--- src/rtl/shift_register_out.sv ---
// Serial shifter: streams 1..32 bits of a parallel word on sclk/sdo, MSB- or LSB-first.
// Optional active-low chip select on cs_n when SHIFT_REGISTER_OUT_CS_EN is defined.
module shift_register_out #(
    parameter int CLK_DIV = 4
) (
    input  logic        CLK100MHZ,
    input  logic        reset,
    input  logic        start,
    input  logic        abort,
    input  logic        lsb_first,
    input  logic [4:0]  bit_count,
    input  logic [31:0] data_in,
    output logic        sclk,
    output logic        sdo,
    output logic        busy,
    output logic        done
`ifdef SHIFT_REGISTER_OUT_CS_EN
    ,
    output logic        cs_n
`endif
);

    typedef enum logic [1:0] {IDLE, LOW, HIGH, DONE} state_t;

    localparam logic [7:0] PHASE_LAST = 8'(CLK_DIV - 1);

    state_t      state;
    logic [7:0]  phase_cnt;
    logic [5:0]  bits_left;
    logic [31:0] shift_reg;
    logic        lsb_mode;

    logic [5:0]  start_len;
    logic [31:0] msb_aligned;
    logic        phase_end;

    assign start_len   = (bit_count == 5'd0) ? 6'd32 : {1'b0, bit_count};
    // MSB-first words are left-aligned so the current bit is always shift_reg[31].
    assign msb_aligned = data_in << (6'd32 - start_len);
    assign phase_end   = (phase_cnt == PHASE_LAST);

    always_ff @(posedge CLK100MHZ or posedge reset) begin
        if (reset) begin
            state     <= IDLE;
            phase_cnt <= 8'd0;
            bits_left <= 6'd0;
            shift_reg <= 32'd0;
            lsb_mode  <= 1'b0;
            sclk      <= 1'b0;
            sdo       <= 1'b0;
            busy      <= 1'b0;
            done      <= 1'b0;
`ifdef SHIFT_REGISTER_OUT_CS_EN
            cs_n      <= 1'b1;
`endif
        end else if (abort && (state == LOW || state == HIGH)) begin
            state     <= IDLE;
            phase_cnt <= 8'd0;
            bits_left <= 6'd0;
            shift_reg <= 32'd0;
            sclk      <= 1'b0;
            sdo       <= 1'b0;
            busy      <= 1'b0;
            done      <= 1'b0;
`ifdef SHIFT_REGISTER_OUT_CS_EN
            cs_n      <= 1'b1;
`endif
        end else begin
            case (state)
                IDLE: begin
                    done <= 1'b0;
                    if (start && !abort) begin
                        state     <= LOW;
                        phase_cnt <= 8'd0;
                        bits_left <= start_len;
                        lsb_mode  <= lsb_first;
                        shift_reg <= lsb_first ? data_in : msb_aligned;
                        sdo       <= lsb_first ? data_in[0] : msb_aligned[31];
                        sclk      <= 1'b0;
                        busy      <= 1'b1;
`ifdef SHIFT_REGISTER_OUT_CS_EN
                        cs_n      <= 1'b0;
`endif
                    end
                end
                LOW: begin
                    if (phase_end) begin
                        state     <= HIGH;
                        phase_cnt <= 8'd0;
                        sclk      <= 1'b1;
                    end else begin
                        phase_cnt <= phase_cnt + 8'd1;
                    end
                end
                HIGH: begin
                    if (phase_end) begin
                        phase_cnt <= 8'd0;
                        sclk      <= 1'b0;
                        bits_left <= bits_left - 6'd1;
                        if (bits_left == 6'd1) begin
                            state     <= DONE;
                            shift_reg <= 32'd0;
                            sdo       <= 1'b0;
                            busy      <= 1'b0;
                            done      <= 1'b1;
`ifdef SHIFT_REGISTER_OUT_CS_EN
                            cs_n      <= 1'b1;
`endif
                        end else begin
                            state     <= LOW;
                            shift_reg <= lsb_mode ? (shift_reg >> 1) : (shift_reg << 1);
                            sdo       <= lsb_mode ? shift_reg[1] : shift_reg[30];
                        end
                    end else begin
                        phase_cnt <= phase_cnt + 8'd1;
                    end
                end
                DONE: begin
                    state <= IDLE;
                    done  <= 1'b0;
                end
                default: state <= IDLE;
            endcase
        end
    end

endmodule

--- config.mk ---
export PLATFORM = sky130hd
export DESIGN_NAME = shift_register_out
export DESIGN_NICKNAME = d
export VERILOG_FILES = /design/src/rtl/shift_register_out.sv
export SDC_FILE = /design/constraint.sdc
export NUM_CORES = 1
export LEC_CHECK = 0
export ABC_AREA = 1
export ABC_CLOCK_PERIOD_IN_PS = 3620
export CAP_MARGIN = 20
export CORE_UTILIZATION = 60
export DETAILED_ROUTE_END_ITERATION = 8
export GPL_ROUTABILITY_DRIVEN = 0
export PLACE_DENSITY = 0.83
export SKIP_CTS_REPAIR_TIMING = 1
export SLEW_MARGIN = 30
export SYNTH_ARGS = -nofsm -noshare
export SYNTH_HDL_FRONTEND = slang
export SYNTH_SLANG_ARGS = --single-unit
--- constraint.sdc ---
create_clock -name CLK100MHZ -period 3.62 [get_ports CLK100MHZ]
set_input_delay 0.724 -clock CLK100MHZ [delete_from_list [all_inputs] [get_ports CLK100MHZ]]
set_output_delay 0.724 -clock CLK100MHZ [all_outputs]
set_load 0.1 [all_outputs]
Word level (Yosys, flattened, before mapping)
Index checks and enable logic that the tools add are counted.
{ "word_totals": {"regBits": 53, "output_inout_bits": 4, "wordCells": 85} }
{ "classes": {"n_addsub": 3, "n_eq_ne": 9, "shifts": 1, "muxes": 43, "bitwise_logic": 1, "reduce_logical": 19} }
{ "ops": {"columns": ["cell", "count"], "rows": [
  ["two-way mux 32 bit", 6],
  ["case mux 32 bit (2 select lines)", 1],
  ["left shift 32 x 6 -> 32 bit", 1],
  ["two-way mux 6 bit", 4],
  ["two-way mux 8 bit", 3],
  ["two-way mux 1 bit", 17],
  ["case mux 8 bit (2 select lines)", 1],
  ["case mux 6 bit (2 select lines)", 1],
  ["AND reduction 3 bit", 4],
  ["two-way mux 2 bit", 5],
  ["nonzero test 3 bit", 3],
  ["adder 8 x 1 -> 8 bit (second input constant)", 1],
  ["equality test 8 x 2 -> 1 bit (second input constant)", 1],
  ["case mux 2 bit (4 select lines)", 1],
  ["AND reduction 4 bit", 2],
  ["equality test 6 x 1 -> 1 bit (second input constant)", 1],
  ["inequality test 3 x 2 -> 1 bit (second input constant)", 2],
  ["case mux 1 bit (2 select lines)", 3],
  ["subtractor 6 x 1 -> 6 bit (second input constant)", 1],
  ["subtractor 6 bit (first input constant)", 1],
  ["logical NOT 5 bit", 1],
  ["equality test 2 bit (second input constant)", 2],
  ["nonzero test 4 bit", 1],
  ["OR reduction 2 bit", 2],
  ["other kinds (10)", 11]
]} }

Depth between registers and ports, before layout
Gate-level depths: netlist of run 1.
{ "depth": {"word_depth": 8, "depth_mapped": 16, "ltp_nobuf": 14} }

Least setup slack after synthesis of run 1
OpenSTA, ideal clock, no wires.
{ "synth_timing": {"kind": "input port to flip-flop", "startpoint": "in bit_count[0]", "endpoint": "reg shift_reg[16]", "arrival_time_ps": 2238, "required_ps": 3503, "path_slack_ps": 1265, "path_stages": 15, "path_cell_list": "inv_1 buf_2 ha_1 inv_1 buf_2 buf_2 o211ai_1 nand3_1 nand2_1 nand2_1 nand3_1 nand2_1 nand2_1 nand2_1 nand2_1"} }
{ "synth_via": {"elab_chain_cells": 8} }
{ "synth_rtl": {"columns": ["item", "line_no", "text"], "rows": [
  ["from (decl)", "11", "input logic [4:0] bit_count,"],
  ["logical NOT 5 bit", "37", "assign start_len = (bit_count == 5'd0) ? 6'd32 : {1'b0, bit_count};"],
  ["two-way mux 6 bit *", "37", null],
  ["subtractor 6 bit *", "39", "assign msb_aligned = data_in << (6'd32 - start_len);"],
  ["left shift 32 x 6 -> 32 bit *", "39", null],
  ["two-way mux 32 bit *", "77", "shift_reg <= lsb_first ? data_in : msb_aligned;"],
  ["two-way mux 32 bit *", "72", "if (start && !abort) begin"],
  ["case mux 32 bit (2 select lines) *", "69", "case (state)"],
  ["two-way mux 32 bit *", "56", "end else if (abort && (state == LOW || state == HIGH)) begin"],
  ["to (signal assigned)", "77", null],
  ["to (signal assigned)", "111", "shift_reg <= lsb_mode ? (shift_reg >> 1) : (shift_reg << 1);"],
  ["to (decl)", "30", "logic [31:0] shift_reg;"]
]} }
Every way passes the cells marked *; elsewhere a longest branch is shown, timed or not. The select of a mux whose other input is x is not followed.
A chain may end at the register's enable or synchronous reset.

Worst setup path after layout of run 1
{ "layout_timing": {"startpoint": "in bit_count[1]", "endpoint": "reg shift_reg[12]"} }
Same word-level chain as after synthesis.

==> flow_summary_export.csv, run 1 <==
group,metric,value,unit
global_routing,grt_overflow,0,
clock_network,h-tree-depth,2,
min_path,hold_path.class,"flip-flop to flip-flop",
clock_network,cts_tree,"built",
clock_network,clk_pin_slew_worst_paths,100,ps
worst_setup_path,worst_setup_path_end_kind,"flip-flop",
synth,synthAdderAreaFrac,0.0197,
worst_setup_path,critPathRequiredTime,3810,ps
power_and_ir_drop,p_leak,2.66,nW
global_routing,use_met1,0.540,
synth,synth_largest_area_cell,"dfrtp_1",
synth,synth_compound_area_frac,0.192,
floorplan,rows,33,
power_and_ir_drop,powerDensity,714,nW/µm²
timing,finalSetupViolCount,0,
timing,worst_slew_pin_slew,971,ps
synth,ys.flop_type,"dfrtp_1",
clock_network,cts_made_buffers,5,
layout,syn_to_final_growth,10.2,%
timing,finalCritPeriodShare,0.830,
synth,syn_inst,843,
drt,postRouteAntennaNets,0,
synth,synth_common_cells,"275 x nand2_1, 156 x nand3_1, 70 x a21oi_1",
drt,first_iter_violations,636,
clock_network,cts_buffer_depth,2,
worst_setup_path,worstSetupStartpoint,"bit_count[1]",
synth,synthXorXnorAreaFrac,0.00663,
worst_setup_path,r2r-start,"state[0]",
status,status,"finished, final reports clean",
floorplan,start_util,0.620,
timing,slew_viol_final,0,
synth,synth_simple_gate_area_frac,0.428,
timing,post-route-min-period,3010,ps
layout,final_nets,909,
layout,largest_reg_flops,32,
min_path,holdCritStartpoint,"busy",
timing,hold_viol,0,
synth,syn_area_per_cell,6.04,µm²
layout,regArea,1330,µm²
global_routing,grt_busiest_layer,"met2",
timing,clock_skew,4.83,ps
drt,post_drt_wl_per_cell,16.6,µm
floorplan,pin_count,46,
power_and_ir_drop,power,4.01,mW
synth,synth_top_family_by_area,"simple AND/OR/NAND/NOR gates",
clock_network,root_buffer,"clkbuf_8",
synth,synth-edff-count,0,
worst_setup_path,start_kind,"primary input",
drt,viasPerCell,6.31,
clock_network,clk_latency,310,ps
synth,ys_async_sr_fraction,1.00,
floorplan,die_x,94.1,µm
worst_setup_path,crit_path_max_fanout,22,
layout,fin_util,0.683,
clock_network,cts_sinks,53,
worst_setup_path,cp.arrival,3200,ps
synth,yosysSeqAreaShare,0.260,
synth,synth_most_common_cell,"nand2_1",
global_routing,antenna_found_initial,0,
synth,yosysWarnings,0,
synth,synth_fp_nets,893,
global_routing,grt_max_degree,43,
timing,grt_setup_unrepaired,"false",
global_routing,grtUsageMet2,0.552,
global_routing,grt_usage,0.373,
synth,ys_ff_latch,53,
drt,via_count,6088,
floorplan,design.die.area,8860,µm²
floorplan,core,8220,µm²
drt,first_pass_iters,5,
floorplan,die-height,94.1,µm
timing,tns,0,ps
layout,drive_above_1_share,0.0605,
timing,fin_ws,614,ps
global_routing,grt_use_met3,0.0461,
synth,yosys.area.top_type_share,0.260,
drt,wirelength,16.1,mm
run,cap_violations,0,
synth,synth_mux_area_frac,0,
placed_design,dpl_worst_slack,391,ps
placed_design,io_buffers,45,
synth,synth_area,5090,µm²
worst_setup_path,critPathKind,"primary input to flip-flop",
power_and_ir_drop,ir_drop,0.537,mV
global_routing,grt_pass1_wl,25.8,mm
placed_design,dpl.hpwl,11.6,mm
layout,antenna_cells,0,
timing,fmax,333,MHz
synth,yosys-top-cells-area,"dfrtp_1 26%, nand2_1 20%, nand3_1 15%, a21oi_1 6.9%, o21ai_0 5.6%",
drt,drc_errors,0,
layout,fillers,772,
global_routing,grt_pass1_vias,5356,
timing,maxSlewHeadroom,0.351,
layout,multi_input_area,3290,µm²
synth,ys_types,43,
[metrics by stage]
step | instances | hold WS, ps | area (µm²)
after floorplan | 843 | 449 | 5090
after global placement | 957 | 462 | 5530
after detailed placement | 957 | 481 | 5530
after CTS | 965 | 506 | 5610
after global routing | 965 | 527 | 5610
final | 965 | 502 | 5610
[where the power goes]
group	switching [mW]	internal (mW)	total (mW)
clock network	0.205	0.135	0.340
logic	1.86	0.810	2.67
registers	0.153	0.842	0.995
total	2.22	1.79	4.01
[worst paths after layout]
path / endpoint / slack [ps] / depth (start not counted)
min: busy / 500 / 2
max in group asynchronous: sclk / 2050 / 3
max reg2reg: shift_reg[6] / 1000 / 11
min reg2reg: busy / 500 / 2
max: shift_reg[12] / 610 / 13
min in group asynchronous: shift_reg[25] / 790 / 2
[placed cells by master, fill, tap and decap left out, types with 6 or more instances in the layout]
master	netlist	routed
a21oi_1	70	70
a21oi_2	7	7
buf_4	3	14
clkdlybuf4s50_1	0	45
dfrtp_1	53	53
ha_1	8	8
inv_1	51	50
inv_2	6	7
nand2_1	275	275
nand3_1	156	156
nand4_1	6	6
nor2_1	29	29
nor3_1	8	8
o211ai_1	17	17
o21ai_0	57	57
o21ai_1	8	8
o22ai_1	8	8
[layer usage]
| layer | part of all wire | vias to the layer above |
|---|---|---|
| met5 | 0 | - |
| met4 | 0.039 | 0 |
| met3 | 0.11 | 58 |
| met2 | 0.42 | 434 |
| met1 | 0.43 | 2725 |
| li1 | - | 2871 |
[cell families (layout without fill, tap and decap cells)]
kind of cell | count (synthesis) | count (layout)
XOR/XNOR | 3 | 3
AO/OA/AOI/OAI | 176 | 176
flip-flops | 53 | 53
adder cells (fa/ha/maj) | 8 | 8
AND/OR/NAND/NOR | 493 | 493
buffers and inverters | 110 | 127
[critical path, cell delays in order]
cell,delay [ps]
clkdlybuf4s50_1,520
inv_1,90
ha_1,290
inv_1,510
nand3_1,150
nand2_1,160
nand2_1,90
nand2_1,90
nand2_1,100
o21ai_0,100
o21ai_0,170
nand2_1,100
o21ai_0,80
[area by class of cell]
cell class	count	share of cell area
Tap cell	105	0.0234
Timing Repair Buffer	59	0.0990
Multi-Input combinational cell	680	0.586
Clock buffer	6	0.0129
Sequential cell	53	0.236
Clock inverter	2	0.00178
Inverter	60	0.0406
Note: power is estimated with default switching activity, not from simulation.
==> inputs of run 2 (changes only) <==
- ABC_CLOCK_PERIOD_IN_PS: 3620 -> 3100
- CORE_UTILIZATION: 60 -> 59
- PLACE_DENSITY: 0.83 -> 0.81
- clock period: 3.62 -> 3.1 ns (I/O delays scaled with it)
==> flow_summary_export.csv, run 2 (synthesized netlist as in run 1, its figures left out) <==
group,metric,value,unit
status,status,"finished, final reports clean",
power_and_ir_drop,power,4.79,mW
global_routing,grt_usage,0.379,
worst_setup_path,crit_path_max_fanout,29,
timing,finalCritPeriodShare,0.898,
clock_network,h-tree-depth,2,
power_and_ir_drop,powerDensity,842,nW/µm²
worst_setup_path,critPathKind,"primary input to flip-flop",
worst_setup_path,r2r_slack,630,ps
global_routing,grtUsageMet2,0.582,
floorplan,die_x,94.9,µm
worst_setup_path,start_kind,"primary input",
layout,syn_to_final_growth,11.8,%
worst_setup_path,critPathMaxStageDelay,540,ps
timing,tns,0,ps
layout,antenna_cells,0,
placed_design,dpl-instance-area,5590,µm²
layout,fin_util,0.686,
drt,viasPerCell,6.34,
timing,grt_setup_unrepaired,"false",
global_routing,grt_busiest_layer,"met2",
timing,clock_skew,6.08,ps
floorplan,die-height,94.9,µm
floorplan,pin_count,46,
layout,multi_input_area,3290,µm²
clock_network,cts_made_buffers,5,
drt,post_drt_wl_per_cell,17.1,µm
global_routing,grt_use_met3,0.0692,
floorplan,rows,33,
global_routing,grt_max_degree,43,
power_and_ir_drop,p_leak,2.70,nW
global_routing,grt_pass1_wl,26.6,mm
layout,design_area,5690,µm²
worst_setup_path,cpMostUsedCell,"nand2_1",
timing,post-route-min-period,2780,ps
drt,via_count,6129,
layout,regArea,1330,µm²
layout,final_cell_mix,"275 x nand2_1, 156 x nand3_1, 70 x a21oi_1, 57 x o21ai_0, 53 x dfrtp_1",
global_routing,antenna_found_initial,0,
timing,maxSlewHeadroom,0.379,
drt,wirelength,16.6,mm
worst_setup_path,cp.arrival,2990,ps
clock_network,clk_latency,300,ps
worst_setup_path,path_cells,"clkdlybuf4s50_1 -> inv_1 -> ha_1 -> buf_4 -> nand3_1 -> nand3_1 -> nand2_1 -> o21ai_0 -> nand2_1 -> nand2_1 -> nand2_1 -> nand2_1 -> nand2_1",
worst_setup_path,crit_family,"buffers and inverters",
floorplan,start_util,0.614,
layout,final_nets,911,
worst_setup_path,critPathBufInv,3,
placed_design,io_buffers,45,
layout,drive_above_1_share,0.0674,
drt,first_iter_violations,696,
global_routing,grt_pass1_vias,5463,
timing,finalSetupViolCount,0,
clock_network,cts_buffer_depth,2,
clock_network,cts_sinks,53,
placed_design,dpl.hpwl,12.2,mm
drt,postRouteAntennaNets,0,
layout,largest_reg_flops,32,
layout,mostFrequentLayoutCell,"nand2_1",
clock_network,cts_tree,"built",
global_routing,grt_overflow,0,
worst_setup_path,worst_setup_path_end_kind,"flip-flop",
min_path,hold_path.class,"flip-flop to flip-flop",
drt,drc_errors,0,
timing,slew_viol_final,0,
floorplan,design.die.area,9010,µm²
power_and_ir_drop,ir_drop,0.622,mV
global_routing,use_met1,0.523,
worst_setup_path,critPathRequiredTime,3300,ps
timing,worst_slew_pin_slew,928,ps
floorplan,core,8300,µm²
layout,fillers,746,
timing,fmax,359,MHz
clock_network,root_buffer,"clkbuf_8",
run,cap_violations,0,
clock_network,clk_pin_slew_worst_paths,100,ps
drt,first_pass_iters,6,
timing,hold_viol,0,
worst_setup_path,cp_slowest_cell,"clkdlybuf4s50_1",
-- run 2: changes by cell type in the layout (fill, tap and decap cells not counted) --
| cell | before | now |
|---|---|---|
| buf_12 | 0 | 4 |
| buf_4 | 14 | 16 |
| bufinv_16 | 0 | 1 |
| clkbuf_1 | 1 | 0 |
| clkdlybuf4s50_1 | 45 | 41 |
| clkinv_2 | 2 | 0 |
| inv_6 | 0 | 1 |
-- run 2: final timing paths --
| path | startpoint | to | depth (start not counted) |
|---|---|---|---|
| max | bit_count[1] | shift_reg[23] | 13 |
| max reg2reg | state[0] | shift_reg[9] | 11 |
| min reg2reg | done | done | 2 |
| min | done | done | 2 |
| max in group asynchronous | reset | shift_reg[3] | 3 |
| min in group asynchronous | reset | shift_reg[18] | 2 |
-- run 2: per-stage QoR --
stage	hold slack (ps)	setup WS, ps	std cells
2_1_floorplan	449	849	843
3_3_place_gp	467	85.3	959
3_5_place_dp	477	76.1	959
4_1_cts	501	396	966
5_1_grt	516	167	966
6_report	496	316	966
-- run 2: report_power, final --
group / internal (mW) / leakage, nW / switching (mW) / total (mW)
logic: 0.960 / 1.96 / 2.19 / 3.15
clock network: 0.240 / 0.0546 / 0.235 / 0.475
registers: 0.983 / 0.684 / 0.186 / 1.17
-- run 2: area by class of cell --
cell class / count / share of cell area
Multi-Input combinational cell: 680 / 0.578
Inverter: 60 / 0.0400
Clock buffer: 5 / 0.0121
Timing Repair Buffer: 61 / 0.107
Clock inverter: 2 / 0.00681
Tap cell: 105 / 0.0231
Sequential cell: 53 / 0.233
-- run 2: worst register-to-register path, cell delays in order (launching register included) --
cell and delay, ps:
dfrtp_1 410, inv_1 90, ha_1 370, nand2_4 190
inv_2 100, nor2_1 280, o21ai_2 180, nand2_2 130
buf_4 340, nor3_1 90, nand2_1 80, o21ai_1 80
-- run 2: per-layer routing --
layer | share of wire | up-vias
met3 | 0.12 | 69
li1 | - | 2877
met5 | 0 | -
met2 | 0.44 | 408
met4 | 0.037 | 0
met1 | 0.41 | 2775
